## src/rtl/sti_deserializer.sv

```systemverilog
// STI serial receiver: collects 8/16/24/32-bit serial frames and recovers
// the original 16-bit word, undoing bit order, byte select and zero fill.
// Flags non-zero pad bits and frames that end early, and counts good frames.
module sti_deserializer #(
    parameter int CNT_W = 8
) (
    input  logic             clk,
    input  logic             reset,
    input  logic             si_data,
    input  logic             si_valid,
    input  logic [1:0]       pi_length,
    input  logic             pi_msb,
    input  logic             pi_low,
    input  logic             pi_fill,
    output logic [15:0]      po_data,
    output logic             po_valid,
    output logic             pad_err,
    output logic             frame_err,
    output logic [CNT_W-1:0] word_cnt
);

    typedef enum logic {
        S_IDLE  = 1'b0,
        S_SHIFT = 1'b1
    } state_t;

    state_t r_state;
    state_t w_state_nxt;

    logic [31:0]      r_sr;
    logic [5:0]       r_cnt;
    logic [1:0]       r_len;
    logic             r_msb;
    logic             r_low;
    logic             r_fill;
    logic [15:0]      r_po_data;
    logic             r_po_valid;
    logic             r_pad_err;
    logic             r_frame_err;
    logic [CNT_W-1:0] r_word_cnt;

    logic             w_first;
    logic [1:0]       w_len;
    logic             w_msb;
    logic             w_low;
    logic             w_fill;
    logic [31:0]      w_sr_base;
    logic [31:0]      w_sr_nxt;
    logic [5:0]       w_cnt_nxt;
    logic [5:0]       w_n;
    logic             w_done;
    logic [31:0]      w_field;
    logic [15:0]      w_word;
    logic             w_pad;

    // Current-bit view: in IDLE the incoming bit opens a frame, so the live
    // config inputs apply and the shift register/counter start from zero.
    always_comb begin
        w_first   = (r_state == S_IDLE);
        w_len     = w_first ? pi_length : r_len;
        w_msb     = w_first ? pi_msb    : r_msb;
        w_low     = w_first ? pi_low    : r_low;
        w_fill    = w_first ? pi_fill   : r_fill;
        w_sr_base = w_first ? 32'h0     : r_sr;
        w_sr_nxt  = w_msb ? {w_sr_base[30:0], si_data} : {si_data, w_sr_base[31:1]};
        w_cnt_nxt = (w_first ? 6'd0 : r_cnt) + 6'd1;
        w_n       = {1'b0, w_len, 3'b000} + 6'd8;
        w_done    = si_valid && (w_cnt_nxt == w_n);
    end

    // Right-align the N-bit field, then strip byte select / zero fill.
    always_comb begin
        w_field = 32'h0;
        w_word  = 16'h0;
        w_pad   = 1'b0;
        case (w_len)
            2'd0: w_field = {24'h0, (w_msb ? w_sr_nxt[7:0]  : w_sr_nxt[31:24])};
            2'd1: w_field = {16'h0, (w_msb ? w_sr_nxt[15:0] : w_sr_nxt[31:16])};
            2'd2: w_field = {8'h0,  (w_msb ? w_sr_nxt[23:0] : w_sr_nxt[31:8])};
            default: w_field = w_sr_nxt;
        endcase
        case (w_len)
            2'd0: w_word = w_low ? {w_field[7:0], 8'h00} : {8'h00, w_field[7:0]};
            2'd1: w_word = w_field[15:0];
            2'd2: begin
                w_word = w_fill ? w_field[23:8] : w_field[15:0];
                w_pad  = w_fill ? (|w_field[7:0]) : (|w_field[23:16]);
            end
            default: begin
                w_word = w_fill ? w_field[31:16] : w_field[15:0];
                w_pad  = w_fill ? (|w_field[15:0]) : (|w_field[31:16]);
            end
        endcase
    end

    // FSM state register.
    always_ff @(posedge clk or negedge reset) begin
        if (!reset) begin
            r_state <= S_IDLE;
        end else begin
            r_state <= w_state_nxt;
        end
    end

    // FSM next state: stay in SHIFT while bits keep coming and the frame is open.
    always_comb begin
        w_state_nxt = r_state;
        case (r_state)
            S_IDLE: begin
                if (si_valid && !w_done) w_state_nxt = S_SHIFT;
            end
            S_SHIFT: begin
                if (!si_valid || w_done) w_state_nxt = S_IDLE;
            end
            default: w_state_nxt = S_IDLE;
        endcase
    end

    // Shift register, bit counter and first-bit config latch.
    always_ff @(posedge clk or negedge reset) begin
        if (!reset) begin
            r_sr   <= 32'h0;
            r_cnt  <= 6'd0;
            r_len  <= 2'd0;
            r_msb  <= 1'b0;
            r_low  <= 1'b0;
            r_fill <= 1'b0;
        end else if (si_valid) begin
            r_sr  <= w_sr_nxt;
            r_cnt <= w_done ? 6'd0 : w_cnt_nxt;
            if (w_first) begin
                r_len  <= pi_length;
                r_msb  <= pi_msb;
                r_low  <= pi_low;
                r_fill <= pi_fill;
            end
        end else begin
            // A gap discards any partial frame.
            r_sr  <= 32'h0;
            r_cnt <= 6'd0;
        end
    end

    // Registered outputs: word/valid/pad one cycle after the last bit,
    // frame_err one cycle after si_valid drops inside a frame.
    always_ff @(posedge clk or negedge reset) begin
        if (!reset) begin
            r_po_data   <= 16'h0;
            r_po_valid  <= 1'b0;
            r_pad_err   <= 1'b0;
            r_frame_err <= 1'b0;
            r_word_cnt  <= '0;
        end else begin
            r_po_valid  <= w_done;
            r_pad_err   <= w_done && w_pad;
            r_frame_err <= (r_state == S_SHIFT) && !si_valid;
            if (w_done) begin
                r_po_data  <= w_word;
                r_word_cnt <= r_word_cnt + 1'b1;
            end
        end
    end

    assign po_data   = r_po_data;
    assign po_valid  = r_po_valid;
    assign pad_err   = r_pad_err;
    assign frame_err = r_frame_err;
    assign word_cnt  = r_word_cnt;

endmodule

```

## config.mk

```make
export PLATFORM = sky130hd
export DESIGN_NAME = sti_deserializer
export DESIGN_NICKNAME = d
export VERILOG_FILES = /design/src/rtl/sti_deserializer.sv
export SDC_FILE = /design/constraint.sdc
export NUM_CORES = 1
export LEC_CHECK = 0
export CAP_MARGIN = 30
export CORE_MARGIN = 3
export CORE_UTILIZATION = 50
export DETAILED_ROUTE_END_ITERATION = 10
export PLACE_DENSITY_LB_ADDON = 0.1
export SKIP_LAST_GASP = 1
export SYNTH_ARGS = -nofsm -noshare
export SYNTH_HDL_FRONTEND = slang
export SYNTH_SLANG_ARGS = --single-unit
```

## constraint.sdc

```tcl
create_clock -name clk -period 11.65 [get_ports clk]
set_input_delay 2.33 -clock clk [delete_from_list [all_inputs] [get_ports clk]]
set_output_delay 2.33 -clock clk [all_outputs]
set_load 0.01 [all_outputs]
```

Word level (Yosys, flattened, before mapping)
Cells that the tools add are included.

word-level totals
  register bits after elaboration = 71
  input port bits = 9
  output and inout port bits = 27
  word-level logic and storage cells = 56

operators by class
  add/subtract/negate cells = 3
  equality and inequality tests = 3
  mux-type cells = 24
  bitwise logic cells = 1
  reductions and logical operators = 13

operators with widths
  operator                                              count
  2-to-1 mux 32 bit                                     3
  one-hot mux 32 bit (3 select lines)                   1
  2-to-1 mux 16 bit                                     4
  one-hot mux 16 bit (3 select lines)                   1
  OR reduction 16 bit                                   2
  2-to-1 mux 24 bit                                     1
  2-to-1 mux 6 bit                                      3
  OR reduction 8 bit                                    2
  adder 8 x 1 -> 8 bit (second input constant)          1
  2-to-1 mux 8 bit                                      1
  2-to-1 mux 1 bit                                      7
  adder 5 x 4 -> 6 bit (second input constant)          1
  adder 6 x 1 -> 6 bit (second input constant)          1
  equality test 6 bit                                   1
  logical AND 1 bit                                     4
  one-hot mux 1 bit (2 select lines)                    2
  equality test 2 x 1 -> 1 bit (second input constant)  1
  equality test 2 bit (second input constant)           1
  zero test 1 bit                                       2
  zero test 2 bit                                       1
  2-to-1 mux 2 bit                                      1
  OR reduction 2 bit                                    1
  logical OR 1 bit                                      1
  NOT 1 bit                                             1

Logic depth before layout (Yosys ltp)
Gate-level depths: netlist of run 1.

  depth in word-level cells = 8
  depth in mapped cells = 18
  depth with buffers taken out = 10

Least setup slack after synthesis of run 1
Ideal clock, no wire load.

  kind = in2reg
  from = in pi_length[0]
  to = reg r_pad_err (netlist: pad_err)
  setup time = 0.136 ns
  arrival time = 4.529 ns
  required time = 11.514 ns
  path slack = 6.985 ns
  cell stages on the path = 11
  path buffers = 1
  path through = mux2i_2 inv_1 ha_1 clkbuf_1 o211ai_1 o211a_1 o211ai_1 a311o_1 or4_1 o22ai_1 a21oi_1

on the way
  longest elaborated chain between the ends = 7
  elaborated cells between the ends (all ways) = 17
  those cells by class = add/sub: 1; eq/ne: 3; mux: 5; reduce/logical: 8

ends and longest elaborated chain
  item                                                       RTL line  text
  start: declaration                                         11        input logic [1:0] pi_length,
  2-to-1 mux 2 bit (*)                                       -
  via w_len[0]                                               43        logic [1:0] w_len;
  equality test 2 bit (tied with other cells)                76, 82
  one-hot mux 32 bit (3 select lines)                        76        case (w_len)
  OR reduction 16 bit or OR reduction 8 bit (tied branches)  91, 87
  2-to-1 mux 1 bit, on equally long branches                 91, 87
  one-hot mux 1 bit (2 select lines)                         82        case (w_len)
  logical AND 1 bit (*)                                      155       r_pad_err <= w_done && w_pad;
  end signal: assignment                                     155
  end: declaration                                           38        logic r_pad_err;

The timed path passes the listed nets; every way through them passes the cells marked *.
A chain may end at the register's enable or synchronous reset.

Final worst setup path of run 1
Ends and elaborated chain as after synthesis.

==> impl.org, run 1 <==
** Status
- The run finished with clean final reports.

** Clocking
- Setup bufs post-CTS :: 0
- Clock latency on the worst-skew pair :: 0.36 ns
- TritonCTS built the clock tree.
- CTS built an H-tree with a depth of 3.
- Cts bufs inserted :: 9
- Number of buffers added to fix hold violations after cts :: 0
- Number of clock sinks seen by CTS :: 71
- The tree is rooted in a clkbuf_8.
- Clock edge transition at the registers on the reported setup and hold paths :: 0.09 ns
- After clock tree synthesis, the repair step resized 0 gates.
- CTS Buffer Depth :: 2

** Synth
- In this run the cell area of the synthesized design comes to approximately 0.0049 mm2.
- In the post-synthesis netlist, the biggest area contributors are dfrtp_1 (36%), a21oi_1 (6.5%), nand2_1 (6.3%).
- The number of nets handed over by synthesis was roughly 610.
- During synthesis, Yosys emitted a total of 0 warnings.
- Synthesis handed over a netlist of around 600 instances.
- dfrtp_1 takes more of the synthesized area than any other cell.
- Yosys mapped a number of flops with a built-in enable equal to 0.
- For this run, the leading register cell type out of synthesis is dfrtp_1.
- Count of cell types in the netlist :: 64
- Synth async-reset ratio :: 100%
- Top-area cell type share of the netlist area :: a little over a third
- After synthesis, flip-flops and latches occupy 36.4% of the total area.
- Post-synthesis sequential element count :: 71
- A synthesized cell averages around 8 um2.

** Timing
- Setup repair after global routing left no endpoint under its margin.
- Headroom to the max-slew limit came out at roughly 36%.
- At the pin with the least slew margin, the transition time is ~0.96 ns.
- Worst hold margin :: around 0.48 ns
- Final Cycle Share :: 46.6%
- The clock period could shrink to about 5.4 ns.
- Final-report hold violation count :: 0
- Post-Route Setup TNS :: 0 ns
- Setup violations remaining at the end of the flow were counted as 0.
- For this run, the top clock speed supported by timing is between 0.15 and 0.2 GHz.
- Between clock sinks in the finished design, the worst skew comes to roughly 0.011 ns.
- The number of pins with negative max-slew slack in the final report came to 0.

** Worst hold path
- In this run the worst hold path is classified as flip-flop to flip-flop.

** GRT
- Largest net degree at the start of global routing :: between 70 and 80
- The via count of the first global-routing pass is 4,383.
- Global-route wire length before repair :: 24,800 um
- Total global routing overflow :: 0
- The number of antenna violations at the first check in global routing came to 0.
- Global routing used 28.3% of the available tracks across all layers.

** Power and ir drop
- Dividing total power by cell area gives a power density of between 100 and 150 mW/mm2.
- Worst-case vdd ir drop :: approximately 0.000076 V
- Summed over all cells, the static leakage comes to ~2.3 nW.

** Detailed routing
- Wires add up to 15,400 um.
- Dividing the detail-routed via count by the number of cells gives between 6 and 7.
- The first routing iteration left about 490 violations.
- Antenna-violating nets left :: 0
- After detailed routing, the average wire length per cell comes to 20.9 um.
- For this run, design rule violations remaining after detail routing come to 0.
- Iteration count of the initial detailed-routing pass :: 5
- Count of vias placed by the detailed router :: between 4,000 and 5,000

** Die
- The initial utilization of the core area, before any placement, comes to between 50% and 60%.
- In this run the count of I/O pins placed on the die edge is 36.
- In this run the vertical extent of the chip is 105 um.
- Die Footprint :: between 0.01 and 0.015 mm2
- Die Width :: 105 um
- Row count :: 35
- Area of the core region :: around 0.0094 mm2

** Layout
- The post-route netlist has roughly 8.1% of its cells at a drive strength greater than 1.
- Filler Cell Count :: between 900 and 1,000
- Most common cell after layout, fill and taps aside :: nand2_1
- Number of diodes added for antenna fixing :: 0
- In the final layout, the multi-input gates occupy approximately 0.0029 mm2.
- Final std cells w/o fill :: around 730
- Fin nets :: between 600 and 700
- Total area of sequential cells :: around 0.0018 mm2
- Leaving out fill and tap cells, the most frequent cells in the layout are nand2_1 (82), dfrtp_1 (71), a21oi_1 (63).
- Compared with the post-synthesis result, the final layout area differs by 13.4%.

** Worst setup path
- CP dominant cell by count :: inv_1
- Critical path arrival :: approximately 5.6 ns
- Kind of end point of the critical path :: flip-flop
- Of all nets on the critical path, the largest fanout is 57.
- Slowest stage delay, CP :: 0.46 ns
- Type of the worst setup path :: primary input to flip-flop
- CP Launch Type :: primary input
- The slowest stage of the critical path is the inv_1 cell.
- Worst Path Required :: between 10 and 15 ns
- Cells traversed along the worst timing path :: clkdlybuf4s50_1, mux2i_2, inv_1, ha_1, buf_4, inv_1, o211a_1, o211ai_1, a311o_1, or4_1, o22ai_1, a21oi_1

** Placed design
- Summed over all nets, the half-perimeter wirelength after detailed placement is 10,500 um.
- GP Congestion :: between 0.9 and 1
- Once placement completed, the tool counted placed cells totaling between 700 and 800.
- Count of port buffers added during placement :: 35

** Job
- The tool flagged a number of max-cap violations equal to 0.
==> synthesized netlist by cell type (all sizes together), types with 10 or more instances <==
cell,count
mux2i,23
nor3,13
buf,17
inv,16
dfrtp,71
o22ai,12
o221ai,11
nor2,42
nand2,82
a21oi,64
nand3,10
clkbuf,32
o21ai,55
==> sequential cells by signal, indices dropped and copies added, names as in the netlist <==
register   flops
frame_err      1
pad_err        1
po_data       16
po_valid       1
r_cnt          6
r_fill         1
r_len          2
r_low          1
r_msb          1
r_sr          32
r_state        1
word_cnt       8
==> worst paths after layout <==
check / from / to / slack [ns] / cells past startpoint
hold reg to reg: word_cnt[7]$_DFFE_PN0P_ / word_cnt[7]$_DFFE_PN0P_ / 0.48 / 1
setup reg to reg: r_state$_DFF_PN0_ / pad_err$_DFF_PN0_ / 7.13 / 12
max in group asynchronous: reset / r_cnt[5]$_DFF_PN0_ / 8.97 / 1
min in group asynchronous: reset / r_sr[28]$_DFF_PN0_ / 2.10 / 1
hold / removal: word_cnt[7]$_DFFE_PN0P_ / word_cnt[7]$_DFFE_PN0P_ / 0.48 / 1
setup / recovery: pi_length[0] / pad_err$_DFF_PN0_ / 6.23 / 12
==> per-stage QoR <==
| stage | utilization [%] | power, mW | cell area [um2] | worst slack [ns] |
|---|---|---|---|---|
| final | 59.1 | 0.694 | 5540 | 6.23 |
| after detailed placement | 56.3 | 0.430 | 5280 | 5.91 |
| after floorplan | - | 0.380 | 4880 | 6.99 |
| after global routing | 59.1 | 0.722 | 5540 | 6.05 |
| after CTS | 59.1 | 0.692 | 5540 | 6.28 |
| after global placement | 56.0 | 0.426 | 5250 | 5.97 |
==> power by group <==
part | switching [mW] | leakage (nW) | internal (mW)
Clock | 0.102 | 0.133 | 0.161
Sequential | 0.00590 | 0.971 | 0.252
Combinational | 0.114 | 1.17 | 0.0594
==> cells by family (layout without fill, tap and decap cells) <==
group	count (synthesis)	after routing	share of synthesized area, %
and+or+nand+nor	190	190	18.0
adders and majority gates	7	7	1.79
muxes	30	30	6.48
AOI/OAI and AO/OA	219	219	29.5
buffers and inverters	65	75	5.28
DFF	71	71	36.4
xor gates and xnor gates	13	13	2.61
==> area by class of cell <==
cell class                      count  share of cell area [%]
Clock buffer                       12                    2.98
Clock inverter                      4                    1.78
Inverter                           16                    1.08
Multi-Input combinational cell    459                    51.4
Sequential cell                    71                    32.1
Tap cell                          129                    2.91
Timing Repair Buffer               43                    7.72
==> critical path: cells and delay by family <==
| kind | cells | cell delay, ns |
|---|---|---|
| AOI/OAI and AO/OA | 5 | 1.06 |
| adders and majority gates | 1 | 0.22 |
| buffers and inverters | 4 | 1.32 |
| muxes | 1 | 0.27 |
| and+or+nand+nor | 1 | 0.41 |
==> routing by layer <==
metal  wire, um  share of wire, %  track usage (%)
met1       7050                46             42.4
met2       6750                44             42.3
met3       1230               8.0             4.26
met4        346               2.3             7.78
met5          0                 0                0
No activity file was read; power rests on OpenSTA's default activity.
==> run 2, diff against run 1 <==
clock period = 4.4 ns   (was 11.65 ns; I/O delays follow)
==> impl.org, run 2 (synthesized netlist as in run 1, its figures left out) <==
** Status
- The run finished with clean final reports.

** Detailed routing
- Routed WL :: 15,700 um (+2.0%)
- The violation count after the first detailed-routing iteration is 429 (-12%).
- The detailed-routing iteration count for the pre-antenna-repair pass came to 6 (+1).
- The detailed-route wire length per cell was 21.1 um (+0.78%).
- The residual antenna-violating net count after detailed routing is 0 (unchanged).
- The detail-routed via count per cell is 6.39 (-1.2%).
- The total via count in the routed design was 4,746 (-0.021%).
- DRC errors left :: 0 (unchanged)

** Worst setup path
- The worst setup path is of the primary input to flip-flop kind.
- The biggest cell delay along the critical path was 0.52 ns (+0.06 ns).
- The largest fanout of any net on the critical path is 21 (-63%).
- The worst-case register-to-register setup slack came to 0.84 ns (-6.29 ns).
- The worst reg-to-reg path cell count is 12 (unchanged).
- Endpoint of the lowest-slack register-to-register path :: pad_err$_DFF_PN0_
- The slowest stage of the critical path belongs to the cell or4_1.
- Cells traversed along the worst timing path :: clkdlybuf4s50_1, mux2i_2, inv_1, ha_1, buf_4, inv_1, buf_4, o21ai_1, o221ai_1, a21oi_1, or4_1, o22ai_1, a21oi_1
- Critical register-to-register path startpoint :: r_state$_DFF_PN0_
- The required time of the critical path came to 4.61 ns (-7.24 ns).
- Buffers & Inverters on Critical Path :: 5 (+1)
- Cell family with most CP delay :: buffers and inverters
- Kind of end point of the critical path :: flip-flop
- The worst setup path is launched from a primary input.
- Critical path arrival :: 4.02 ns (-1.61 ns)

** Worst hold path
- Depth of the worst hold-timing path :: 2 (+1)
- Hold Crit Class :: flip-flop to flip-flop
- Endpoint of the worst hold path :: po_data[6]$_DFFE_PN0P_
- Min-delay src :: po_data[6]$_DFFE_PN0P_

** Power and ir drop
- Sequential Power Share :: 41.0% (+3.8 points)
- Net load switching power :: 0.594 mW (+170%)
- The power density of the placed cells was 305 mW/mm2 (+140%).
- The clock network fraction of design power is 31.9% (-6.0 points).
- Worst-case vdd ir drop :: 0.000183 V (+140%)
- Share of total power in combinational logic :: 27.1% (+2.2 points)
- The internal power contribution came to 1.09 mW (+130%).
- Net switching fraction of the power :: 35.2% (+3.3 points)
- Overall power of the completed layout :: 1.69 mW (+140%)
- The reported leakage power came to 2.27 nW (-0.20%).

** Timing
- Maximum clock frequency :: 0.263 GHz
- The number of endpoints with negative hold slack in the final report came to 0 (unchanged).
- The setup clock skew after layout came to 0.0115 ns (+0.000577 ns).
- Final setup violating endpoints :: 0 (unchanged)
- Post-Route Setup TNS :: 0 ns (unchanged)
- Counting I/O delays and the setup requirement, the final critical path takes 3.81 ns.
- Unrepaired setup endpoints after global routing :: false
- The slew of the pin with the lowest slew margin came to 1.02 ns (+0.0528 ns).
- Of the available clock period, the critical path in the final layout requires about 87%.
- Slew Limit Headroom :: 32.0% (-3.5 points)
- The hold slack was 0.481 ns (+0.00216 ns).
- The number of pins with negative max-slew slack in the final report is 0 (unchanged).

** Clocking
- Clock edge transition at the registers on the reported setup and hold paths :: 0.08 ns (about the same)
- The root buffer cell chosen for the clock tree is clkbuf_8.
- Number of clock sinks seen by CTS :: 71 (unchanged)
- The maximum root-to-sink buffer count is 2 (unchanged).
- The number of buffers created by CTS came to 9 (unchanged).
- Number of buffers added to fix hold violations after cts :: 0 (unchanged)
- Setup bufs post-CTS :: 0 (unchanged)
- H-tree lvl count :: 3 (unchanged)
- PostCTS Resize Cnt :: 0 (unchanged)
- CTS tree :: done
- The clock latency on the worst-skew pair came to 0.37 ns (about the same).

** Layout
- Top reg by flops :: r_sr
- Most common cell after layout, fill and taps aside :: nand2_1
- Flip-flop count of the largest register, all copies and words added :: 32 (unchanged)
- The number of nets in the finished design was 625 (+1.5%).
- From synthesis to final layout, the design area changed by 13.0%.
- In the layout the commonest cells are nand2_1 (82), dfrtp_1 (71), a21oi_1 (63).
- Number of diodes added for antenna fixing :: 0 (unchanged)
- Layout cells sized above 1 :: 9.45% (+1.3 points)
- The utilization after layout was 58.9% (-0.23 points).
- Final std cell area, no fill :: 0.00552 mm2 (-0.38%)

** GRT
- The wire length of the first global-routing pass is 25,200 um (+1.7%).
- Initial antenna violation count :: 0 (unchanged)
- Via count of the first global-routing pass :: 4,427 (+1.0%)
- Largest net degree at the start of global routing :: 72 (unchanged)
- The total global routing track utilization came to 29.3% (+1.0 points).
- Total global routing overflow :: 0 (unchanged)

** Placed design
- The estimated wirelength of the detail-placed design is 11,200 um (+6.0%).
- The total of buffers placed on input and output ports was 35 (unchanged).
- Area of placed instances :: 0.00532 mm2 (+0.90%)
- The final estimated routing congestion in global placement was 1.06 (+9.6%).

** Die
- Die Width :: 105 um (unchanged)
- The initial standard-cell utilization of the core is 52.1% (unchanged).
- I/O pin cnt :: 36 (unchanged)
- The site row count is 35 (unchanged).
- Vertical die dimension :: 105 um (unchanged)
- The overall die area was 0.0110 mm2 (unchanged).
- Area of the core region :: 0.00937 mm2 (unchanged)

** Job
- Number of maximum-capacitance violations :: 0 (unchanged)
==> run 2: cell count changes in the layout (fill, tap and decap cells not counted) <==
cell	change
buf_4	+10
clkinv_2	+2
clkbuf_8	-3
buf_16	-1
clkinvlp_4	+3
bufinv_16	-2
==> run 2: metal layers <==
layer  routed length [um]  vias to the layer above  GRT usage [%]  share of wire [%]
met2                 6960                      230           43.8                 44
met4                  521                        0           9.00                3.3
met5                    0                        -              0                  0
li1                     -                     2202              -                  -
met1                 6870                     2268           42.9                 44
met3                 1330                       46           5.62                8.5
==> run 2: how the worst max path moves through the flow <==
stage	start	end	slack (ns)	cells after the start
after global placement	pi_length[0]	pad_err$_DFF_PN0_	0.44	13
final	pi_length[0]	pad_err$_DFF_PN0_	0.59	13
after detailed placement	pi_length[0]	pad_err$_DFF_PN0_	0.28	13
after global routing	pi_length[0]	pad_err$_DFF_PN0_	0.41	13
after CTS	pi_length[0]	pad_err$_DFF_PN0_	0.66	13
after floorplan	r_state$_DFF_PN0_	po_data[9]$_DFFE_PN0P_	0.57	16
==> run 2: power by group through the flow <==
stage | clock, mW | combinational, mW | sequential (mW)
floorplan | 0 | 0.315 | 0.691
global placement | 0 | 0.445 | 0.702
detailed placement | 0 | 0.444 | 0.704
CTS | 0.547 | 0.446 | 0.691
global route | 0.571 | 0.494 | 0.694
finish | 0.537 | 0.457 | 0.691
==> run 2: tightest hold or removal path, delay by kind of cell, from the launching register on <==
kind	cells	cell delay (ns)
flops	1	0.35
compound gates	1	0.06
simple gates	1	0.05
==> run 2: final cells by class <==
class / instances / area [um2]
Timing Repair Buffer: 52 / 475
Clock inverter: 7 / 71.3
Tap cell: 129 / 161
Sequential cell: 71 / 1780
Multi-Input combinational cell: 459 / 2850
Inverter: 16 / 60.1
Fill cell: 894 / 3850
Clock buffer: 9 / 124
==> run 2: stage by stage <==
step	instances	setup slack [ns]
2_1_floorplan	595	0.568
6_report	743	0.593
3_3_place_gp	727	0.438
3_5_place_dp	727	0.283
4_1_cts	743	0.660
5_1_grt	743	0.414
